## config.mk

```make
export PLATFORM = sky130hd
export DESIGN_NAME = vram_fill_flat
export DESIGN_NICKNAME = d
export VERILOG_FILES = /design/src/rtl/vdp_pkg.sv /design/src/rtl/vram_fill_if.sv /design/src/rtl/vram_fill.sv /design/src/flat_wrapper.sv
export SDC_FILE = /design/constraint.sdc
export NUM_CORES = 1
export LEC_CHECK = 0
export ABC_AREA = 1
export BUFFER_PORTS_ARGS = -buffer_cell sky130_fd_sc_hd__buf_2
export CAP_MARGIN = 20
export CORE_UTILIZATION = 45
export CTS_CLUSTER_DIAMETER = 120
export DETAILED_ROUTE_END_ITERATION = 8
export MAX_ROUTING_LAYER = met4
export PLACE_DENSITY = 0.6
export SETUP_SLACK_MARGIN = 0.02
export SYNTH_ARGS = -nofsm -noshare
export SYNTH_HDL_FRONTEND = slang
export SYNTH_SLANG_ARGS = --single-unit
export TNS_END_PERCENT = 30
```

## constraint.sdc

```tcl
create_clock -name CLOCK_50 -period 5.05 [get_ports CLOCK_50]
set_clock_uncertainty 0.2 [all_clocks]
set_input_delay 1.2625 -clock CLOCK_50 [delete_from_list [all_inputs] [get_ports CLOCK_50]]
set_output_delay 1.2625 -clock CLOCK_50 [all_outputs]
set_load 0.1 [all_outputs]
```

## src/rtl/vdp_pkg.sv

```systemverilog
// Shared VDP definitions: framebuffer geometry defaults, fill command types
// and the clip helper used by the rectangle-fill engine.
package vdp_pkg;

  localparam int unsigned FB_W    = 256;
  localparam int unsigned FB_H    = 256;
  localparam int unsigned COORD_W = 8;
  localparam int unsigned ADDR_W  = 16;
  localparam int unsigned DATA_W  = 24;

  typedef struct packed {
    logic [7:0] r;
    logic [7:0] g;
    logic [7:0] b;
  } rgb_t;

  typedef struct packed {
    logic [COORD_W-1:0] x;
    logic [COORD_W-1:0] y;
    logic [COORD_W:0]   w;
    logic [COORD_W:0]   h;
    rgb_t               color;
  } fill_cmd_t;

  typedef enum logic [1:0] {
    IDLE,
    SETUP,
    FILL,
    DONE
  } fill_state_t;

  // Length of a span starting at pos, clipped to [0, lim). Callers truncate the
  // result to COORD_W+1 bits; every value involved fits in that width.
  function automatic int unsigned clip_len(input int unsigned len, input int unsigned pos,
                                           input int unsigned lim);
    int unsigned room;
    if (pos >= lim) return 0;
    room = lim - pos;
    return (len < room) ? len : room;
  endfunction

endpackage

```

## src/rtl/vram_fill_if.sv

```systemverilog
// Command handshake plus VRAM write port of the fill engine.
// slave: the fill engine; master: whoever issues commands and observes writes.
interface vram_fill_if
  import vdp_pkg::*;
#(
  parameter int unsigned CoordW = vdp_pkg::COORD_W,
  parameter int unsigned AddrW  = vdp_pkg::ADDR_W,
  parameter int unsigned DataW  = vdp_pkg::DATA_W
) ();

  logic              cmd_valid;
  logic              cmd_ready;
  logic [CoordW-1:0] cmd_x;
  logic [CoordW-1:0] cmd_y;
  logic [CoordW:0]   cmd_w;
  logic [CoordW:0]   cmd_h;
  logic [DataW-1:0]  cmd_color;
  logic [AddrW-1:0]  vram_wadr;
  logic [DataW-1:0]  vram_d;
  logic              vram_we;

  modport slave (
    input  cmd_valid, cmd_x, cmd_y, cmd_w, cmd_h, cmd_color,
    output cmd_ready, vram_wadr, vram_d, vram_we
  );

  modport master (
    output cmd_valid, cmd_x, cmd_y, cmd_w, cmd_h, cmd_color,
    input  cmd_ready, vram_wadr, vram_d, vram_we
  );

endinterface

```

## src/rtl/vram_fill.sv

```systemverilog
// Rectangle-fill engine: takes one fill command at a time and writes one
// clipped pixel per clock into the row-major framebuffer via the VRAM write port.
module vram_fill #(
  parameter int unsigned FB_W    = vdp_pkg::FB_W,
  parameter int unsigned FB_H    = vdp_pkg::FB_H,
  parameter int unsigned COORD_W = vdp_pkg::COORD_W,
  parameter int unsigned ADDR_W  = vdp_pkg::ADDR_W,
  parameter int unsigned DATA_W  = vdp_pkg::DATA_W
) (
  input  logic        CLOCK_50,
  input  logic        reset,
  vram_fill_if.slave  bus,
  output logic        busy,
  output logic        done
);

  import vdp_pkg::*;

  localparam int unsigned        XShift  = $clog2(FB_W);
  localparam logic [ADDR_W-1:0]  RowStep = ADDR_W'(FB_W);
  localparam logic [COORD_W:0]   One     = (COORD_W+1)'(1);

  fill_state_t        state_q;
  logic [COORD_W-1:0] x_q, y_q;
  logic [COORD_W:0]   w_q, h_q;
  logic [DATA_W-1:0]  color_q;
  logic [COORD_W:0]   ew_q, eh_q;
  logic [COORD_W:0]   col_q, row_q;
  logic [ADDR_W-1:0]  row_base_q;
  logic [ADDR_W-1:0]  wadr_q;
  logic [DATA_W-1:0]  d_q;
  logic               we_q, busy_q, done_q, ready_q;

  logic [COORD_W:0]   ew_c, eh_c;
  logic [ADDR_W-1:0]  base_c;
  logic               last_col, last_row;

  // Clipped extents and first-row address from the captured command (used in SETUP).
  always_comb begin
    ew_c     = (COORD_W+1)'(clip_len(32'(w_q), 32'(x_q), FB_W));
    eh_c     = (COORD_W+1)'(clip_len(32'(h_q), 32'(y_q), FB_H));
    // Shift instead of multiply: FB_W is a power of two.
    base_c   = (ADDR_W'(y_q) << XShift) + ADDR_W'(x_q);
    last_col = (col_q == ew_q - One);
    last_row = (row_q == eh_q - One);
  end

  // Control FSM with all outputs registered; col_q/row_q track the pixel on the bus.
  always_ff @(posedge CLOCK_50) begin
    if (reset) begin
      state_q    <= IDLE;
      x_q        <= '0;
      y_q        <= '0;
      w_q        <= '0;
      h_q        <= '0;
      color_q    <= '0;
      ew_q       <= '0;
      eh_q       <= '0;
      col_q      <= '0;
      row_q      <= '0;
      row_base_q <= '0;
      wadr_q     <= '0;
      d_q        <= '0;
      we_q       <= 1'b0;
      busy_q     <= 1'b0;
      done_q     <= 1'b0;
      ready_q    <= 1'b1;
    end else begin
      done_q <= 1'b0;
      case (state_q)
        IDLE: begin
          if (bus.cmd_valid && ready_q) begin
            x_q     <= bus.cmd_x;
            y_q     <= bus.cmd_y;
            w_q     <= bus.cmd_w;
            h_q     <= bus.cmd_h;
            color_q <= bus.cmd_color;
            ready_q <= 1'b0;
            busy_q  <= 1'b1;
            state_q <= SETUP;
          end
        end
        SETUP: begin
          ew_q       <= ew_c;
          eh_q       <= eh_c;
          col_q      <= '0;
          row_q      <= '0;
          row_base_q <= base_c;
          if (ew_c == '0 || eh_c == '0) begin
            done_q  <= 1'b1;
            state_q <= DONE;
          end else begin
            we_q    <= 1'b1;
            wadr_q  <= base_c;
            d_q     <= color_q;
            state_q <= FILL;
          end
        end
        FILL: begin
          if (last_col) begin
            col_q <= '0;
            if (last_row) begin
              we_q    <= 1'b0;
              done_q  <= 1'b1;
              state_q <= DONE;
            end else begin
              row_q      <= row_q + One;
              row_base_q <= row_base_q + RowStep;
              wadr_q     <= row_base_q + RowStep;
            end
          end else begin
            col_q  <= col_q + One;
            wadr_q <= wadr_q + ADDR_W'(1);
          end
        end
        DONE: begin
          busy_q  <= 1'b0;
          ready_q <= 1'b1;
          state_q <= IDLE;
        end
        default: state_q <= IDLE;
      endcase
    end
  end

  assign bus.cmd_ready = ready_q;
  assign bus.vram_wadr = wadr_q;
  assign bus.vram_d    = d_q;
  assign bus.vram_we   = we_q;
  assign busy          = busy_q;
  assign done          = done_q;

endmodule

```

## src/flat_wrapper.sv

```systemverilog
// flat-port wrapper written by rule: the top's interface ports become plain ports
module vram_fill_flat import vdp_pkg::*;
#(
  parameter int unsigned FB_W    = vdp_pkg::FB_W,
  parameter int unsigned FB_H    = vdp_pkg::FB_H,
  parameter int unsigned COORD_W = vdp_pkg::COORD_W,
  parameter int unsigned ADDR_W  = vdp_pkg::ADDR_W,
  parameter int unsigned DATA_W  = vdp_pkg::DATA_W
)
  (CLOCK_50, reset, busy, done, bus_cmd_valid, bus_cmd_x, bus_cmd_y, bus_cmd_w, bus_cmd_h, bus_cmd_color, bus_cmd_ready, bus_vram_wadr, bus_vram_d, bus_vram_we);
  vram_fill_if bus_i ();
  input  logic CLOCK_50;
  input  logic reset;
  output logic busy;
  output logic done;
  input wire logic [$bits(bus_i.cmd_valid)-1:0] bus_cmd_valid;
  input wire logic [$bits(bus_i.cmd_x)-1:0] bus_cmd_x;
  input wire logic [$bits(bus_i.cmd_y)-1:0] bus_cmd_y;
  input wire logic [$bits(bus_i.cmd_w)-1:0] bus_cmd_w;
  input wire logic [$bits(bus_i.cmd_h)-1:0] bus_cmd_h;
  input wire logic [$bits(bus_i.cmd_color)-1:0] bus_cmd_color;
  output wire logic [$bits(bus_i.cmd_ready)-1:0] bus_cmd_ready;
  output wire logic [$bits(bus_i.vram_wadr)-1:0] bus_vram_wadr;
  output wire logic [$bits(bus_i.vram_d)-1:0] bus_vram_d;
  output wire logic [$bits(bus_i.vram_we)-1:0] bus_vram_we;
  assign bus_i.cmd_valid = bus_cmd_valid;
  assign bus_i.cmd_x = bus_cmd_x;
  assign bus_i.cmd_y = bus_cmd_y;
  assign bus_i.cmd_w = bus_cmd_w;
  assign bus_i.cmd_h = bus_cmd_h;
  assign bus_i.cmd_color = bus_cmd_color;
  assign bus_cmd_ready = bus_i.cmd_ready;
  assign bus_vram_wadr = bus_i.vram_wadr;
  assign bus_vram_d = bus_i.vram_d;
  assign bus_vram_we = bus_i.vram_we;
  vram_fill #(.FB_W(FB_W), .FB_H(FB_H), .COORD_W(COORD_W), .ADDR_W(ADDR_W), .DATA_W(DATA_W)) u_core (.CLOCK_50(CLOCK_50), .reset(reset), .bus(bus_i), .busy(busy), .done(done));
endmodule
```

==> flow_metrics.tcl <==
set metrics [dict create \
    status "finished, violations left" \
    violations "design-rule violations" \
    grt_overflow_total 0 \
    post-cts-setup-buffer-count 0 \
    setup.worst_path.start "u_core.x_q[0]" \
    setup_viol 0 \
    ys_seq_area_frac 0.370 \
    die_y_um 139 \
    syn_area_um2 8440 \
    path_cells "inv_2 > ha_1 > nand2_1 > nor2_1 > nand3_1 > xor2_1 > ha_1 > nand2_1 > nor2_1 > nor3_1 > nand2_1 > nand2_2 > nand2_4 > o21ai_0 > nor2_1 > nand3_1 > nand2_2 > nand2_2 > nand3_4 > nand2_1 > inv_2 > nor2_1" \
    critPathKind "flop to flop" \
    cts.sinks 156 \
    synth-xor-area-share 0.0598 \
    final_nets 1393 \
    finalCritPeriodShare 0.758 \
    dp_hpwl_um 15100 \
    cts_buffers 17 \
    min-delay-start "u_core.color_q[18]" \
    cts_hold_buf 0 \
    syn_nets 1317 \
    grt_pass1_vias 7199 \
    ys_ff_latch 156 \
    cts_root_buf "clkbuf_16" \
    drv_slew 0 \
    netlist_instances 1225 \
    dp_cells 1511 \
    synth_area_per_cell_um2 6.89 \
    post_cts_resized 0 \
    fin_ws_ps 1220 \
    cp_slowest_cell "nand2_2" \
    holdCritPathClass "flop to flop" \
    ios 105 \
    clkLatencyLatePin_ps 440 \
    power_density_nw_per_um2 767 \
    cp-end-kind "flop" \
    slew_headroom 0.349 \
    cap_viol_max_count 0 \
    rsz0062_at_grt "no" \
    io_buffers 104 \
    synthDistinctLibCells 40 \
    via_count 7704 \
    routed_wl_um 21400 \
    grt_pass1_wl_um 36000 \
    drt_iter0_markers 403 \
    gp_congestion 0.940 \
    crit_arrival_ps 4000 \
    worstPathRequired_ps 5220 \
    max_freq_ghz 0.261 \
    tightest_slew_ps 976 \
    tritoncts "done" \
    cts_max_path_buffers 2 \
    htreeDepth 4 \
    setup.worst_path.start_class "flop" \
    muxShareOfSynthArea 0 \
    final_cell_mix "278 x nand2_1, 156 x dfxtp_1, 145 x inv_1, 119 x nor2_1, 104 x buf_2" \
    placeableCoreArea_um2 18100 \
    dieWidth_um 139 \
    die-area_um2 19300 \
    crit_path_max_incr_delay_ps 390 \
    hold_viol 0 \
    drive_gt1_frac 0.144 \
    tns_ps 0 \
    synth-simple-area-share 0.282 \
    synth_top_family_by_area "simple AND/OR/NAND/NOR gates" \
    syn2layout_area_growth_pct 15.0 \
    r2r_start "u_core.x_q[0]" \
    cp_max_fo 20 \
    track_usage 0.239 \
    start_util 0.465 \
    synth-compound-area-share 0.138 \
    dr.pass1.iters 9 \
    via_per_inst 4.99 \
    synth_adder_area_share 0.0460 \
    routedWlPerCell_um 13.9 \
    final_common_cell "nand2_1" \
    stdcell_count 1543 \
    drc 2 \
    static-leakage-power_uw 0.00460 \
    dp_slack_ps 1230 \
    antenna_found_initial 0 \
    grt_max_degree 92 \
    cts.clk_slew.worst_paths_ps 80 \
    drtAntennaViolNets 0 \
    vdd_drop_max_mv 0.359 \
    yosys_warnings 0 \
    post-route-min-period_ps 3830 \
    antenna_cells 0 \
    std_cell_rows 49 \
]
-- layer usage --
layer,track usage,part of all wire
met3,0.0401,0.041
met2,0.363,0.44
met4,0.0813,0.018
met1,0.320,0.50
met5,-,0
-- state kept, by name, indices dropped and copies added, names as in the netlist --
signal	flops
u_core.bus.vram_d	24
u_core.color_q	24
u_core.bus.vram_wadr	16
u_core.row_base_q	16
u_core.col_q	9
u_core.eh_q	9
u_core.ew_q	9
u_core.h_q	9
u_core.row_q	9
u_core.w_q	9
u_core.x_q	8
u_core.y_q	8
u_core.state_q	2
u_core.bus.cmd_ready	1
u_core.bus.vram_we	1
u_core.busy	1
u_core.done	1
-- cell families (layout without fill, tap and decap cells) --
kind of cell	count (synthesis)	count (layout)
AO/OA/AOI/OAI	221	221
XOR/XNOR	56	56
adder cells (fa/ha/maj)	31	31
buffers and inverters	220	309
flip-flops	156	156
AND/OR/NAND/NOR	541	541
-- where the power goes --
| group | total (uW) | leakage, uW | internal [uW] | switching, uW |
|---|---|---|---|---|
| Combinational | 4210 | 0.00302 | 1110 | 3100 |
| Sequential | 1910 | 0.00128 | 1610 | 301 |
| Clock | 1320 | 0.000298 | 678 | 643 |
-- worst max-delay path: cells and delay by family, from the launching register on --
kind                     cells  cell delay (ps)
adder cells (fa/ha/maj)      2              440
XOR/XNOR                     1              210
buffers and inverters        2              120
AO/OA/AOI/OAI                1              240
AND/OR/NAND/NOR             16             2190
flip-flops                   1              340
-- cell type report --
type | instances | area [um^2]
Timing Repair Buffer | 113 | 601
Sequential cell | 156 | 3120
Clock inverter | 15 | 200
Tap cell | 229 | 287
Inverter | 164 | 618
Multi-Input combinational cell | 849 | 4450
Fill cell | 1824 | 8450
Clock buffer | 17 | 425
-- Yosys cell counts --
cell type    n  area (um^2)
xnor3_1      1         22.5
buf_2       10         50.1
a21boi_1     1         7.51
nor3b_1      1         7.51
o21a_1       4         30.0
or2_1        2         12.5
buf_6        4         45.0
inv_2       15         56.3
a221oi_1     1         8.76
nor2_1     119          447
nand2_4      2         22.5
or2_2        1         6.26
xor2_1      39          342
nor2_4       3         33.8
nor3_1      16         80.1
ha_1        31          388
nand2_1    278         1040
dfxtp_1    156         3120
clkinv_1     2         7.51
clkbuf_2     1         5.00
a21oi_1    102          510
o21ai_1     10         50.1
clkbuf_1    38          143
xnor2_1     16          140
nand3_4      2         35.0
o21ai_0     89          445
nand3b_1    12         90.1
o211ai_1    12         90.1
nor3_4       1         16.3
inv_4        1         6.26
inv_1      146          548
a211oi_2     2         25.0
nand3_2      3         30.0
buf_4        2         15.0
buf_1        1         3.75
nand2_2      7         43.8
nand4_1     23          144
nor4_1       2         12.5
nor2_2       5         31.3
nand3_1     64          320
-- path summary, 6_finish.rpt --
path                              endpoint  slack [ps]  depth (start not counted)
setup / recovery  u_core.bus.vram_wadr[10]        1220                         22
hold / removal          u_core.color_q[18]         270                          2
setup reg to reg  u_core.bus.vram_wadr[10]        1220                         22
hold reg to reg         u_core.color_q[18]         270                          2
-- through the flow --
step | util | total power (uW) | hold slack (ps) | area (um^2)
final | 0.535 | 7450 | 267 | 9700
after global routing | 0.535 | 8070 | 285 | 9700
after CTS | 0.535 | 7490 | 267 | 9700
after detailed placement | 0.500 | 6150 | 255 | 9080
after global placement | 0.500 | 6130 | 248 | 9080
after floorplan | - | 5360 | 243 | 8440
Power figures use the tool's default switching activity.
